<file path="src/rtl/picosoc_iomem_timer.sv">
// Prescaled 32-bit countdown timer with auto-reload, sticky expiry flag and a
// level IRQ, answering PicoSoC iomem accesses with exactly one wait state.
module picosoc_iomem_timer #(
  parameter logic [31:0] BASE_ADDR = 32'h0300_0000
) (
  input  logic        clk,
  input  logic        resetn,
  input  logic        iomem_valid,
  output logic        iomem_ready,
  input  logic [3:0]  iomem_wstrb,
  input  logic [31:0] iomem_addr,
  input  logic [31:0] iomem_wdata,
  output logic [31:0] iomem_rdata,
  output logic        irq
);
  localparam int unsigned DW  = 32;
  localparam int unsigned PW  = 16;
  localparam int unsigned CW  = 3;
  localparam int unsigned SW  = 6;
  localparam int unsigned NB  = DW / 8;
  localparam int unsigned NPB = PW / 8;

  localparam logic [SW-1:0] A_CTRL     = 6'h00;
  localparam logic [SW-1:0] A_PRESCALE = 6'h01;
  localparam logic [SW-1:0] A_RELOAD   = 6'h02;
  localparam logic [SW-1:0] A_COUNT    = 6'h03;
  localparam logic [SW-1:0] A_STATUS   = 6'h04;

  typedef enum logic [0:0] {S_IDLE = 1'b0, S_ACK = 1'b1} state_t;

  state_t          r_state, w_state_nxt;
  logic            w_hit, w_accept, w_ready, w_wr, w_tick, w_expire;
  logic            w_wr_ctrl, w_wr_prescale, w_wr_reload, w_wr_count, w_wr_status;
  logic [SW-1:0]   w_sel;
  logic [CW-1:0]   r_ctrl, w_ctrl_nxt;
  logic [PW-1:0]   r_prescale, w_prescale_nxt, r_pcnt, w_pcnt_nxt;
  logic [DW-1:0]   r_reload, w_reload_nxt, r_count, w_count_nxt;
  logic [DW-1:0]   r_rdata, w_rdata;
  logic            r_exp, w_exp_nxt;
  logic            w_unused;

  assign w_hit    = (iomem_addr[31:8] == BASE_ADDR[31:8]);
  assign w_sel    = iomem_addr[7:2];
  assign w_unused = ^iomem_addr[1:0];

  // Bus FSM state register
  always_ff @(posedge clk or negedge resetn) begin
    if (!resetn) r_state <= S_IDLE;
    else         r_state <= w_state_nxt;
  end

  always_comb begin
    w_state_nxt = r_state;
    case (r_state)
      S_IDLE:  if (iomem_valid && w_hit && !iomem_ready) w_state_nxt = S_ACK;
      S_ACK:   w_state_nxt = S_IDLE;
      default: w_state_nxt = S_IDLE;
    endcase
  end

  always_comb begin
    w_ready  = 1'b0;
    w_accept = 1'b0;
    if (r_state == S_ACK) w_ready = 1'b1;
    if (r_state == S_IDLE && iomem_valid && w_hit) w_accept = 1'b1;
  end

  assign w_wr          = w_accept && (iomem_wstrb != 4'b0000);
  assign w_wr_ctrl     = w_wr && (w_sel == A_CTRL);
  assign w_wr_prescale = w_wr && (w_sel == A_PRESCALE);
  assign w_wr_reload   = w_wr && (w_sel == A_RELOAD);
  assign w_wr_count    = w_wr && (w_sel == A_COUNT);
  assign w_wr_status   = w_wr && (w_sel == A_STATUS);

  assign w_tick   = r_ctrl[0] && (r_pcnt == r_prescale);
  assign w_expire = w_tick && !w_wr_count && (r_count == '0);

  // Register next-state: tick effects first, bus writes override, expiry beats W1C
  always_comb begin
    w_ctrl_nxt     = r_ctrl;
    w_prescale_nxt = r_prescale;
    w_reload_nxt   = r_reload;
    w_count_nxt    = r_count;
    w_exp_nxt      = r_exp;
    w_pcnt_nxt     = r_pcnt;
    if (w_tick && !w_wr_count) begin
      if (r_count != '0)  w_count_nxt   = r_count - DW'(1);
      else if (r_ctrl[1]) w_count_nxt   = r_reload;
      else                w_ctrl_nxt[0] = 1'b0;
    end
    if (w_wr_ctrl && iomem_wstrb[0]) w_ctrl_nxt = iomem_wdata[CW-1:0];
    for (int unsigned b = 0; b < NB; b++) begin
      if (iomem_wstrb[b] && w_wr_reload) w_reload_nxt[8*b +: 8] = iomem_wdata[8*b +: 8];
      if (iomem_wstrb[b] && w_wr_count)  w_count_nxt[8*b +: 8]  = iomem_wdata[8*b +: 8];
    end
    for (int unsigned b = 0; b < NPB; b++) begin
      if (iomem_wstrb[b] && w_wr_prescale) w_prescale_nxt[8*b +: 8] = iomem_wdata[8*b +: 8];
    end
    if (w_wr_status && iomem_wstrb[0] && iomem_wdata[0]) w_exp_nxt = 1'b0;
    if (w_expire) w_exp_nxt = 1'b1;
    if (!r_ctrl[0] || !w_ctrl_nxt[0] || w_tick) w_pcnt_nxt = '0;
    else                                        w_pcnt_nxt = r_pcnt + PW'(1);
  end

  always_comb begin
    w_rdata = '0;
    case (w_sel)
      A_CTRL:     w_rdata = DW'(r_ctrl);
      A_PRESCALE: w_rdata = DW'(r_prescale);
      A_RELOAD:   w_rdata = r_reload;
      A_COUNT:    w_rdata = r_count;
      A_STATUS:   w_rdata = DW'(r_exp);
      default:    w_rdata = '0;
    endcase
  end

  always_ff @(posedge clk or negedge resetn) begin
    if (!resetn) begin
      r_ctrl     <= '0;
      r_prescale <= '0;
      r_reload   <= '0;
      r_count    <= '0;
      r_exp      <= 1'b0;
      r_pcnt     <= '0;
      r_rdata    <= '0;
    end else begin
      r_ctrl     <= w_ctrl_nxt;
      r_prescale <= w_prescale_nxt;
      r_reload   <= w_reload_nxt;
      r_count    <= w_count_nxt;
      r_exp      <= w_exp_nxt;
      r_pcnt     <= w_pcnt_nxt;
      if (w_accept) r_rdata <= w_rdata;
    end
  end

  assign iomem_ready = w_ready;
  assign iomem_rdata = r_rdata;
  assign irq         = r_exp & r_ctrl[2];

endmodule

</file>
<file path="config.mk">
export PLATFORM = sky130hd
export DESIGN_NAME = picosoc_iomem_timer
export DESIGN_NICKNAME = d
export VERILOG_FILES = /design/src/rtl/picosoc_iomem_timer.sv
export SDC_FILE = /design/constraint.sdc
export NUM_CORES = 1
export LEC_CHECK = 0
export BUFFER_PORTS_ARGS = -buffer_cell sky130_fd_sc_hd__buf_2
export CAP_MARGIN = 10
export CORE_MARGIN = 3
export CORE_UTILIZATION = 40
export CTS_CLUSTER_SIZE = 28
export DETAILED_ROUTE_END_ITERATION = 10
export PLACE_DENSITY = 0.57
export SLEW_MARGIN = 20
export SYNTH_ARGS = -nofsm -noshare
export SYNTH_HDL_FRONTEND = slang
export SYNTH_SLANG_ARGS = --single-unit
</file>
<file path="constraint.sdc">
create_clock -name clk -period 6.5 [get_ports clk]
set_clock_uncertainty 0.05 [all_clocks]
set_input_delay 0.65 -clock clk [delete_from_list [all_inputs] [get_ports clk]]
set_output_delay 0.65 -clock clk [all_outputs]
set_load 0.05 [all_outputs]
</file>
==> impl_metrics.env <==
export IMPL_run_status="finished, final reports clean"
export IMPL_yosysWarnings=0
export IMPL_nets=888
export IMPL_synth_area_um2=7249
export IMPL_synthSimpleGateAreaFrac=0.1907
export IMPL_dieArea_um2=19780
export IMPL_first_pass_iters=5
export IMPL_fin_cells=1051
export IMPL_power_mw=1.916
export IMPL_synthXorXnorAreaFrac=0.05678
export IMPL_rr_startpoint="r_prescale[15]"
export IMPL_grt_overflow=0
export IMPL_drtAntennaViolNets=0
export IMPL_ios=105
export IMPL_synth_compound_area_share=0.1455
export IMPL_grt_pass1_vias=6094
export IMPL_antenna_found_initial=1
export IMPL_fill_cells=1648
export IMPL_synth_distinct_cells=60
export IMPL_synth_area_leaders="dfrtp_1, mux2_2, nand2_1, xnor2_1, a22oi_1"
export IMPL_cpPeakStageDelay_ns=0.91
export IMPL_crit_chain="buf_2 > nor4_1 > and3_1 > nand4_1 > nand4_1 > buf_4 > a211oi_1 > a211o_1"
export IMPL_worst_pin_slew_ns=1.110
export IMPL_grt_pass1_wl_um=32420
export IMPL_grt_setup_unrepaired="no"
export IMPL_finalCriticalPeriod_ns=3.493
export IMPL_initial_core_util=0.4134
export IMPL_max_slew_margin=0.2571
export IMPL_cellLeakagePower_nw=4.088
export IMPL_clkLatencyLatePin_ns=0.43
export IMPL_die_height_um=140.6
export IMPL_synth_top_family_by_area="simple AND/OR/NAND/NOR gates"
export IMPL_clock_path_buffers=2
export IMPL_gp_congestion=0.8280
export IMPL_maxCapViolations=0
export IMPL_grtUsageTotal=0.2072
export IMPL_cts_buffers=17
export IMPL_hp_class="in -> async"
export IMPL_synth_most_common_cell="dfrtp_1"
export IMPL_wire_per_inst_um=19.10
export IMPL_grt_max_degree=73
export IMPL_seqCellArea_um2=3328
export IMPL_synthesis_nets=812
export IMPL_ys_seq_elements=133
export IMPL_root_buffer="clkbuf_16"
export IMPL_synthTopCellsByCount="dfrtp_1, nand2_1, mux2_2, nor2_1, clkbuf_1"
export IMPL_end_kind="register"
export IMPL_cp_startpoint="iomem_addr[5]"
export IMPL_dpl_hpwl_um=14060
export IMPL_dpl_cell_count=1020
export IMPL_critical_path_class="in -> reg"
export IMPL_routed_wl_um=20070
export IMPL_drt_iter0_markers=346
export IMPL_placeableCoreArea_um2=17540
export IMPL_synth_edf_count=0
export IMPL_fin_setup_tns_ns=0
export IMPL_synthFlopType="dfrtp_1"
export IMPL_multi_input_area_um2=3664
export IMPL_yosysSeqAreaShare=0.4591
export IMPL_cts_resized=0
export IMPL_p_per_area_nw_per_um2=225.2
export IMPL_report_final_setup_viol=0
export IMPL_path_max_fanout=25
export IMPL_avgSynthCellArea_um2=9.823
export IMPL_cp_arrival_ns=3.75
export IMPL_finalCritPeriodShare=0.5373
export IMPL_post_cts_setup_buffer_count=0
export IMPL_hold_buffers=0
export IMPL_async_flop_share=1.000
export IMPL_cts_sinks=133
export IMPL_hold_viol_final=0
export IMPL_syn_instance_count=738
export IMPL_slowest_stage="and3_1"
export IMPL_netlist_area_leader_share=0.4591
export IMPL_cpLargestDelayFamily="simple AND/OR/NAND/NOR gates"
export IMPL_dr_total_vias=6021
export IMPL_die_x_um=140.6
export IMPL_cts_tree="yes"
export IMPL_worstPathRequired_ns=6.76
export IMPL_rows=48
export IMPL_drv_slew=0
export IMPL_yosysTopAreaCell="dfrtp_1"
export IMPL_ir_drop_mv=0.1968
export IMPL_max_freq_mhz=286.3
export IMPL_muxShareOfSynthArea=0.1065
export IMPL_path_buf_inv=2
export IMPL_synth_fa_ha_area_frac=0.005178
export IMPL_portBuffers=102
export IMPL_area_growth_pct=17.38
export IMPL_htree_levels=4
export IMPL_startpoint_type="input pin"
export IMPL_clk_pin_slew_ns=0.05
export IMPL_layout_drive_gt1_share=0.2570
export IMPL_viasPerCell=5.729
export IMPL_path_common_cell="nand4_1"
export IMPL_drc=0
[report_power, final]
| part | switching (mW) | total (mW) | internal [mW] |
|---|---|---|---|
| clock | 0.361 | 1.03 | 0.668 |
| sequential | 0.000000139 | 0.828 | 0.828 |
| combinational | 0.0399 | 0.0591 | 0.0192 |
[cell usage in the layout, fill, tap and decap left out, types with 4 or more instances in the layout]
cell,n
a31oi_1,6
o31a_1,5
inv_1,12
nand2b_1,4
dfrtp_1,133
a211oi_1,7
a211o_1,10
buf_2,101
xnor2_1,30
and3_1,19
nor2_1,44
nand4_1,13
nor4_1,13
o211ai_1,10
clkbuf_16,17
a22oi_1,31
and4_1,5
mux2i_1,4
mux2_2,61
a21oi_1,11
buf_4,6
nand3_1,34
bufinv_16,4
o21ai_0,35
o31ai_1,15
nor3_1,17
or4_1,4
or3_1,7
xor2_1,17
nand2_1,86
o21ai_1,9
[final timing paths]
| path | slack (ns) | cells after the start | end |
|---|---|---|---|
| max | 3.01 | 8 | r_count[22] |
| min in group clk | 0.39 | 2 | r_count[20] |
| max in group asynchronous | 4.91 | 2 | r_count[22] |
| min reg2reg | 0.42 | 2 | iomem_rdata[19] |
| min | 0.15 | 1 | iomem_rdata[21] |
| max reg2reg | 3.03 | 7 | r_count[22] |
[per-layer routing]
metal / vias to the layer above / track usage / part of all wire
li1: 2849 / - / -
met1: 2987 / 0.2684 / 0.44
met5: - / 0 / 0
met2: 155 / 0.3400 / 0.49
met3: 30 / 0.04410 / 0.043
met4: 0 / 0.08312 / 0.024
[metrics by stage]
step	instance area (um^2)	worst slack (ns)	hold slack, ns	utilization
CTS	8507	2.962	0.1836	0.4851
detailed placement	7884	2.544	0.4121	0.4496
floorplan	7249	3.930	0.3044	-
global placement	7884	2.565	0.4062	0.4496
global route	8509	2.638	0.1973	0.4852
finish	8509	3.007	0.1497	0.4852
[sequential cells by signal, summed over array words and instances, names as in the netlist]
signal       cells
iomem_rdata     32
r_state          1
r_count         32
r_ctrl           3
r_pcnt          16
r_prescale      16
r_exp            1
r_reload        32
[layout make-up]
class / instances / area share
multi-input cells: 541 / 0.4305
flip-flops and latches: 133 / 0.3911
repair buffers: 108 / 0.06602
clock buffers: 22 / 0.05573
well taps: 225 / 0.03308
clock inverters: 8 / 0.01750
inverters: 13 / 0.005734
diodes: 1 / 0.0002941
[cell families (layout without fill, tap and decap cells)]
kind of cell	count (synthesis)	count (layout)
AND/OR/NAND/NOR	269	269
AO/OA/AOI/OAI	155	155
other	0	1
buffers and inverters	64	151
adder cells (fa/ha/maj)	3	3
XOR/XNOR	47	47
multiplexers	67	67
flip-flops	133	133
Power figures use the tool's default switching activity.
